<file path="src/rtl/pipeline_stall_controller.sv">
// pipeline_stall_controller: hazard detection and stall/flush/bubble control for an in-order pipeline
// with multi-cycle mul/div, data-memory wait states, a sticky memory timeout and a stall-cycle counter.
module pipeline_stall_controller #(
  parameter int MDU_LAT     = 4,
  parameter int MEM_TIMEOUT = 255
) (
  input  logic        clk,
  input  logic        reset,
  input  logic        MemReadIDEX,
  input  logic [4:0]  rdIDEX,
  input  logic [4:0]  rs1,
  input  logic [4:0]  rs2,
  input  logic        mdu_start,
  input  logic        branch_taken,
  input  logic        dmem_req,
  input  logic        dmem_ready,
  output logic        PCWrite,
  output logic        IFIDwrite,
  output logic        IFIDflush,
  output logic        control_mux,
  output logic        IDEXwrite,
  output logic        EXMEMbubble,
  output logic        mem_hold,
  output logic        mem_timeout,
  output logic [31:0] stall_cycles
);
  localparam logic [1:0]  RUN        = 2'd0;
  localparam logic [1:0]  MDU_BUSY   = 2'd1;
  localparam logic [1:0]  MEM_WAIT   = 2'd2;
  localparam logic [4:0]  MDU_INIT   = 5'(MDU_LAT >= 2 ? MDU_LAT - 2 : 0);
  localparam logic [10:0] TIMEOUT    = 11'(MEM_TIMEOUT);
  localparam bit          MDU_STALLS = (MDU_LAT >= 2);
  logic [1:0]  state, state_n;
  logic [4:0]  mdu_cnt;
  logic [9:0]  wait_cnt;
  logic [10:0] wait_run;
  logic        mem_stall, load_use, run_like, mdu_go, mdu_hold, mdu_stall, br, lu;
  assign mem_stall = dmem_req & ~dmem_ready;
  assign load_use  = MemReadIDEX && rdIDEX != 5'd0 && (rdIDEX == rs1 || rdIDEX == rs2);
  // MEM_WAIT shares RUN's decisions; mem_stall already outranks everything there
  assign run_like  = state != MDU_BUSY && !mem_stall;
  assign mdu_go    = run_like && mdu_start && MDU_STALLS;
  assign mdu_hold  = state == MDU_BUSY && mdu_cnt != 5'd0 && !mem_stall;
  assign mdu_stall = mdu_go || mdu_hold;
  assign br        = run_like && !mdu_go && branch_taken;
  assign lu        = run_like && !mdu_go && !branch_taken && load_use;
  assign wait_run  = {1'b0, wait_cnt} + 11'd1;
  always_comb begin
    PCWrite     = !reset && !(mem_stall || mdu_stall || lu);
    IFIDwrite   = PCWrite;
    IFIDflush   = reset || br;
    control_mux = !(reset || br || lu);
    IDEXwrite   = reset || !(mem_stall || mdu_stall);
    EXMEMbubble = reset || mdu_stall;
    mem_hold    = !reset && mem_stall;
    state_n     = state == MDU_BUSY ? (mdu_cnt != 5'd0 ? MDU_BUSY : mem_stall ? MEM_WAIT : RUN)
                : mem_stall ? MEM_WAIT : mdu_go ? MDU_BUSY : RUN;
  end
  always_ff @(posedge clk) begin
    if (reset) begin
      state        <= RUN;
      mdu_cnt      <= 5'd0;
      wait_cnt     <= 10'd0;
      mem_timeout  <= 1'b0;
      stall_cycles <= 32'd0;
    end else begin
      state        <= state_n;
      mdu_cnt      <= mdu_go ? MDU_INIT : (state == MDU_BUSY && mdu_cnt != 5'd0) ? mdu_cnt - 5'd1 : mdu_cnt;
      wait_cnt     <= (state == MEM_WAIT && state_n == MEM_WAIT) ? (wait_cnt == 10'h3FF ? wait_cnt : wait_run[9:0]) : 10'd0;
      mem_timeout  <= mem_timeout || (state == MEM_WAIT && wait_run >= TIMEOUT);
      stall_cycles <= (!PCWrite && stall_cycles != 32'hFFFF_FFFF) ? stall_cycles + 32'd1 : stall_cycles;
    end
  end
endmodule

</file>
<file path="config.mk">
export PLATFORM = sky130hd
export DESIGN_NAME = pipeline_stall_controller
export DESIGN_NICKNAME = d
export VERILOG_FILES = /design/src/rtl/pipeline_stall_controller.sv
export SDC_FILE = /design/constraint.sdc
export NUM_CORES = 1
export LEC_CHECK = 0
export CELL_PAD_IN_SITES_DETAIL_PLACEMENT = 1
export CELL_PAD_IN_SITES_GLOBAL_PLACEMENT = 1
export CORE_ASPECT_RATIO = 0.8
export CORE_MARGIN = 4
export CORE_UTILIZATION = 34
export DETAILED_ROUTE_END_ITERATION = 7
export PLACE_DENSITY_LB_ADDON = 0.2
export SYNTH_ARGS = -nofsm -noshare
export SYNTH_HDL_FRONTEND = slang
export SYNTH_SLANG_ARGS = --single-unit
</file>
<file path="constraint.sdc">
create_clock -name clk -period 2.5 [get_ports clk]
set_clock_uncertainty 0.05 [all_clocks]
set_input_delay 0.5 -clock clk [delete_from_list [all_inputs] [get_ports clk]]
set_output_delay 0.5 -clock clk [all_outputs]
set_load 0.02 [all_outputs]
</file>
---- Word-level counts from Yosys, hierarchy flattened ----
Cells that the tools add are included.
storage, ports and cells
  input bits .............................. 22
  word-level logic and storage cells ...... 65
  flip-flop bits (word level) ............. 50
  output and inout bits ................... 40
operators by class
  muxes and demuxes ....................... 7
  reduce and logical (&&, ||, !) cells .... 37
  bitwise operators ....................... 3
  equality and inequality tests ........... 8
  $add $sub $neg .......................... 3
  $lt $le $gt $ge ......................... 1
operators with widths
  kind                                                                     number
  32-bit by 1-bit adder with 32-bit output, second input constant          1
  32-bit inequality test, second input constant                            1
  1-bit logical AND                                                        15
  2-bit 2-to-1 mux                                                         6
  10-bit by 1-bit adder with 11-bit output, second input constant          1
  11-bit by 8-bit >= comparator with 1-bit output, second input constant   1
  10-bit == test, second input constant                                    1
  5-bit == test                                                            2
  5-bit nonzero test                                                       2
  1-bit logical OR                                                         9
  1-bit logical NOT                                                        8
  5-bit by 1-bit subtractor with 5-bit output, second input constant       1
  2-bit == test, second input constant                                     2
  2-bit OR reduction                                                       2
  2-bit by 1-bit == test with 1-bit output, second input constant          1
  2-bit by 1-bit inequality test with 1-bit output, second input constant  1
  1-bit NOT                                                                2
  2-bit nonzero test                                                       1
  1-bit bitwise AND                                                        1
  1-bit 2-to-1 mux                                                         1

---- Longest topological paths before layout ----
  word-level depth ........................ 14
  gate-level depth with buffers ........... 11
  mapped depth without buffers ............ 8

---- Worst setup path before layout ----
OpenSTA, ideal clock, no wires.
  kind .................................... input to output
  start point ............................. input port rdIDEX[1]
  end point ............................... output port PCWrite
  path buffers ............................ 3
  arrival time ............................ 2.164 ns
  data required time ...................... 1.950 ns
  path slack .............................. -0.214 ns
  stages .................................. 7
  path through ............................ or4_1 nor2_1 and4bb_4 a2111oi_4 buf_6 buf_12 buf_4
on the way
  cells in the longest elaborated chain, start to end .. 7
  elaborated cells between the ends (all ways) .. 10
  classes of those cells .................. eq/ne: 2; reduce/logical: 8
ends and longest elaborated chain
  what                                                   line  RTL
  start, declared                                        10    input logic [4:0] rdIDEX,
  5-bit == test or 5-bit nonzero test (tied branches)    39    assign load_use = MemReadIDEX && rdIDEX != 5'd0 && (rdIDEX == rs1 || rdIDEX == rs2);
  1-bit logical OR or 1-bit logical AND (tied branches)  39
  1-bit logical AND *                                    39
  1-bit logical AND *                                    46    assign lu = run_like && !mdu_go && !branch_taken && load_use;
  1-bit logical OR *                                     49    PCWrite = !reset && !(mem_stall || mdu_stall || lu);
  1-bit logical NOT *                                    49
  1-bit logical AND *                                    49
  end, declared                                          17    output logic PCWrite,
Every way passes the cells marked *; elsewhere a longest branch is shown, timed or not.

---- Final worst setup path ----
  start point ............................. input port rdIDEX[2]
  end point ............................... output port PCWrite
The elaborated chain is that of the path after synthesis.

==> run summary <==
Std-Cell Rows -> 29
Worst min path class -> flip-flop to flip-flop
Commonest register cell after synthesis -> dfxtp_1
CTS root buf -> clkbuf_8
Share of cells above drive strength 1 -> 21.4%
Post-synthesis sequential element count -> 50
RSZ-0062 raised after global routing -> yes
Synth area leaders -> dfxtp_1 (36%), xnor2_1 (14%), nor2_1 (7.2%)
Final slew viol count -> 0
Setup_tns -> -83.6 ps
Slowest stage delay, CP -> 540 ps
Post-synth EDFFs -> 0
Distinct cells, synth -> 46
Slowest stage cell, crit path -> or4_4
Final WL -> 7840 um
Final setup vio count -> 2
Synth top area share -> 36.3%
Critical Path AT -> 1990 ps
Syn nets -> 344
Reg clk slew, reported paths -> 90 ps
Max clock buf depth -> 2
Post-synthesis sequential area ratio -> 36.3%
Die ar. -> 9620 um2
Fmax -> 393 MHz
Final ANT Viol Nets -> 0
Die height -> 88.5 um
Wire per inst -> 15.2 um
IO buf count -> 61
First-pass GRT wire length -> 12,600 um
Initial cell density of the core -> 34.8%
Via count -> 2,578
CP dominant cell by count -> buf_6
Cell Chain, Critical Path -> buf_6, or4_4, nor2_4, and4bb_4, a2111oi_4, buf_6, buf_6
Initial DRC count -> 53
Cts hold-fix bufs -> 0
Layout Utilization -> 49.4%
Most frequent cells in the layout -> nor2_1 (51), dfxtp_1 (50), clkdlybuf4s50_1 (47)
Gpl congestion -> 0.754
Final worst path period need -> 2540 ps
H-tree depth -> 2
Filler cell count -> 960
Pwr/cell area -> 434 nW/um2
Synth warnings -> 0
Final Hold Viols -> 0
Die W -> 109 um
Worst setup SP type -> input pin
Relative slew slack -> 69.2%
Final worst slack -> -44.0 ps
Placed instance area -> 3570 um2
Via density per instance -> 5.01
Critical path fanouts, max -> 3
Reg area -> 1000 um2
Failing checks -> setup timing
Residual DRC -> 0
Clock sinks -> 50
Max-cap violation count -> 0
Largest net degree at the start of global routing -> 35
Leakage power -> 1.41 nW
Data required, critical path -> 1950 ps
Diode count -> 0
Ports -> 62
DP HPWL -> 5440 um
Num CTS Buffers -> 5
Post-synthesis instance total -> 317
Peak VDD IR -> 254 uV
Design area -> 3910 um2
Final #Nets -> 433
Avg Cell Area, Syn -> 8.70 um2
P&R area growth vs syn -> 41.7%
Vias in the first global route -> 2,585
Core footprint -> 7910 um2
Drt pass-1 iters -> 4
Area of the multi-input gates -> 1710 um2
Synthesized area -> 2760 um2
Initial antenna violation count -> 0
Fraction of registers with async set/reset -> 0%
CP endpoint kind -> output port
Synth area leader -> dfxtp_1
Commonest non-fill, non-tap cell in the layout -> nor2_1
Run status -> finished, violations left
Crit share post-route -> 102%
Gr usage total -> 16.3%
Setup CP Type -> input pin to output port
Worst skew pair latency -> 320 ps
Worst-Margin Slew -> 461 ps
CTS tree -> yes
Aggregate global routing overflow -> 0
==> final timing paths <==
kind                         start          endpoint  slack [ps]  cells past startpoint
setup / recovery         rdIDEX[2]           PCWrite         -40                      7
hold / removal    stall_cycles[28]  stall_cycles[28]         480                      2
setup reg to reg  stall_cycles[26]   stall_cycles[1]         130                      7
hold reg to reg   stall_cycles[28]  stall_cycles[28]         480                      2
==> synth_stat cells (2+ instances only) <==
| cell type | n |
|---|---|
| nor3b_1 | 2 |
| buf_4 | 2 |
| nand3_1 | 18 |
| a21oi_1 | 12 |
| ha_1 | 5 |
| xnor2_1 | 44 |
| clkbuf_1 | 6 |
| a31o_2 | 4 |
| nor2b_1 | 3 |
| or3_1 | 3 |
| o21ai_0 | 2 |
| nor4_1 | 4 |
| nor2_1 | 53 |
| and4_4 | 2 |
| and3_1 | 10 |
| a31oi_1 | 3 |
| dfxtp_1 | 50 |
| nor4b_1 | 2 |
| nor3_1 | 17 |
| nand4_1 | 8 |
| nand2_1 | 15 |
| nor3_2 | 11 |
| inv_1 | 6 |
| xor2_1 | 5 |
| buf_6 | 4 |
| nand2b_1 | 6 |
==> stage by stage <==
step / cells / hold WS, ps / power (mW) / setup WS (ps)
after floorplan: 317 / 435 / 0.973 / -97.9
after global routing: 515 / 508 / 1.76 / -99.9
after CTS: 512 / 476 / 1.71 / -160
final: 515 / 476 / 1.70 / -44.0
after detailed placement: 496 / 458 / 1.08 / -940
after global placement: 496 / 430 / 1.07 / -902
==> logic make-up (layout without fill, tap and decap cells) <==
logic type | Yosys count | count (layout) | synth area share (%)
AOI/OAI and AO/OA | 27 | 27 | 6.85
xor gates and xnor gates | 49 | 49 | 15.6
adders and majority gates | 5 | 5 | 2.27
buffers and inverters | 21 | 111 | 5.26
DFF | 50 | 50 | 36.3
muxes | 1 | 1 | 0.363
and+or+nand+nor | 164 | 164 | 33.4
==> metal layers <==
metal	global-route usage, %	vias to the layer above	wire length (um)	part of all wire, %
li1	-	1272	-	-
met3	3.50	7	341	4.3
met1	21.5	1243	3710	47
met4	4.13	0	64	0.82
met2	27.4	56	3730	48
met5	0	-	0	0
==> worst max-delay path: cells and delay by family <==
kind	cells	cell delay, ps
simple gates	3	820
buf+inv	3	380
compound gates	1	290
==> what timing repair did <==
action,in CTS,in global routing
resized for setup,57,13
pin swaps,12,8
setup endpoints to repair,39,35
cloned,1,0
buffers inserted,7,3
==> flip-flops by register name, indices dropped and copies added, names as in the netlist <==
| register | count |
|---|---|
| mdu_cnt | 5 |
| mem_timeout | 1 |
| stall_cycles | 32 |
| state | 2 |
| wait_cnt | 10 |
==> area by class of cell <==
class	count	area share, %
multi-input combinational	246	43.7
sequential	50	25.6
timing repair buffer	97	23.8
tap	108	3.46
clock buffer	6	1.86
clock inverter	2	0.961
inverter	6	0.577
==> report_power, final <==
| part | total [mW] | switching (mW) | internal (mW) |
|---|---|---|---|
| clock | 0.588 | 0.288 | 0.299 |
| combinational | 0.286 | 0.131 | 0.155 |
| sequential | 0.824 | 0.0147 | 0.809 |
| total | 1.70 | 0.434 | 1.26 |
No activity file was read; power rests on OpenSTA's default activity.
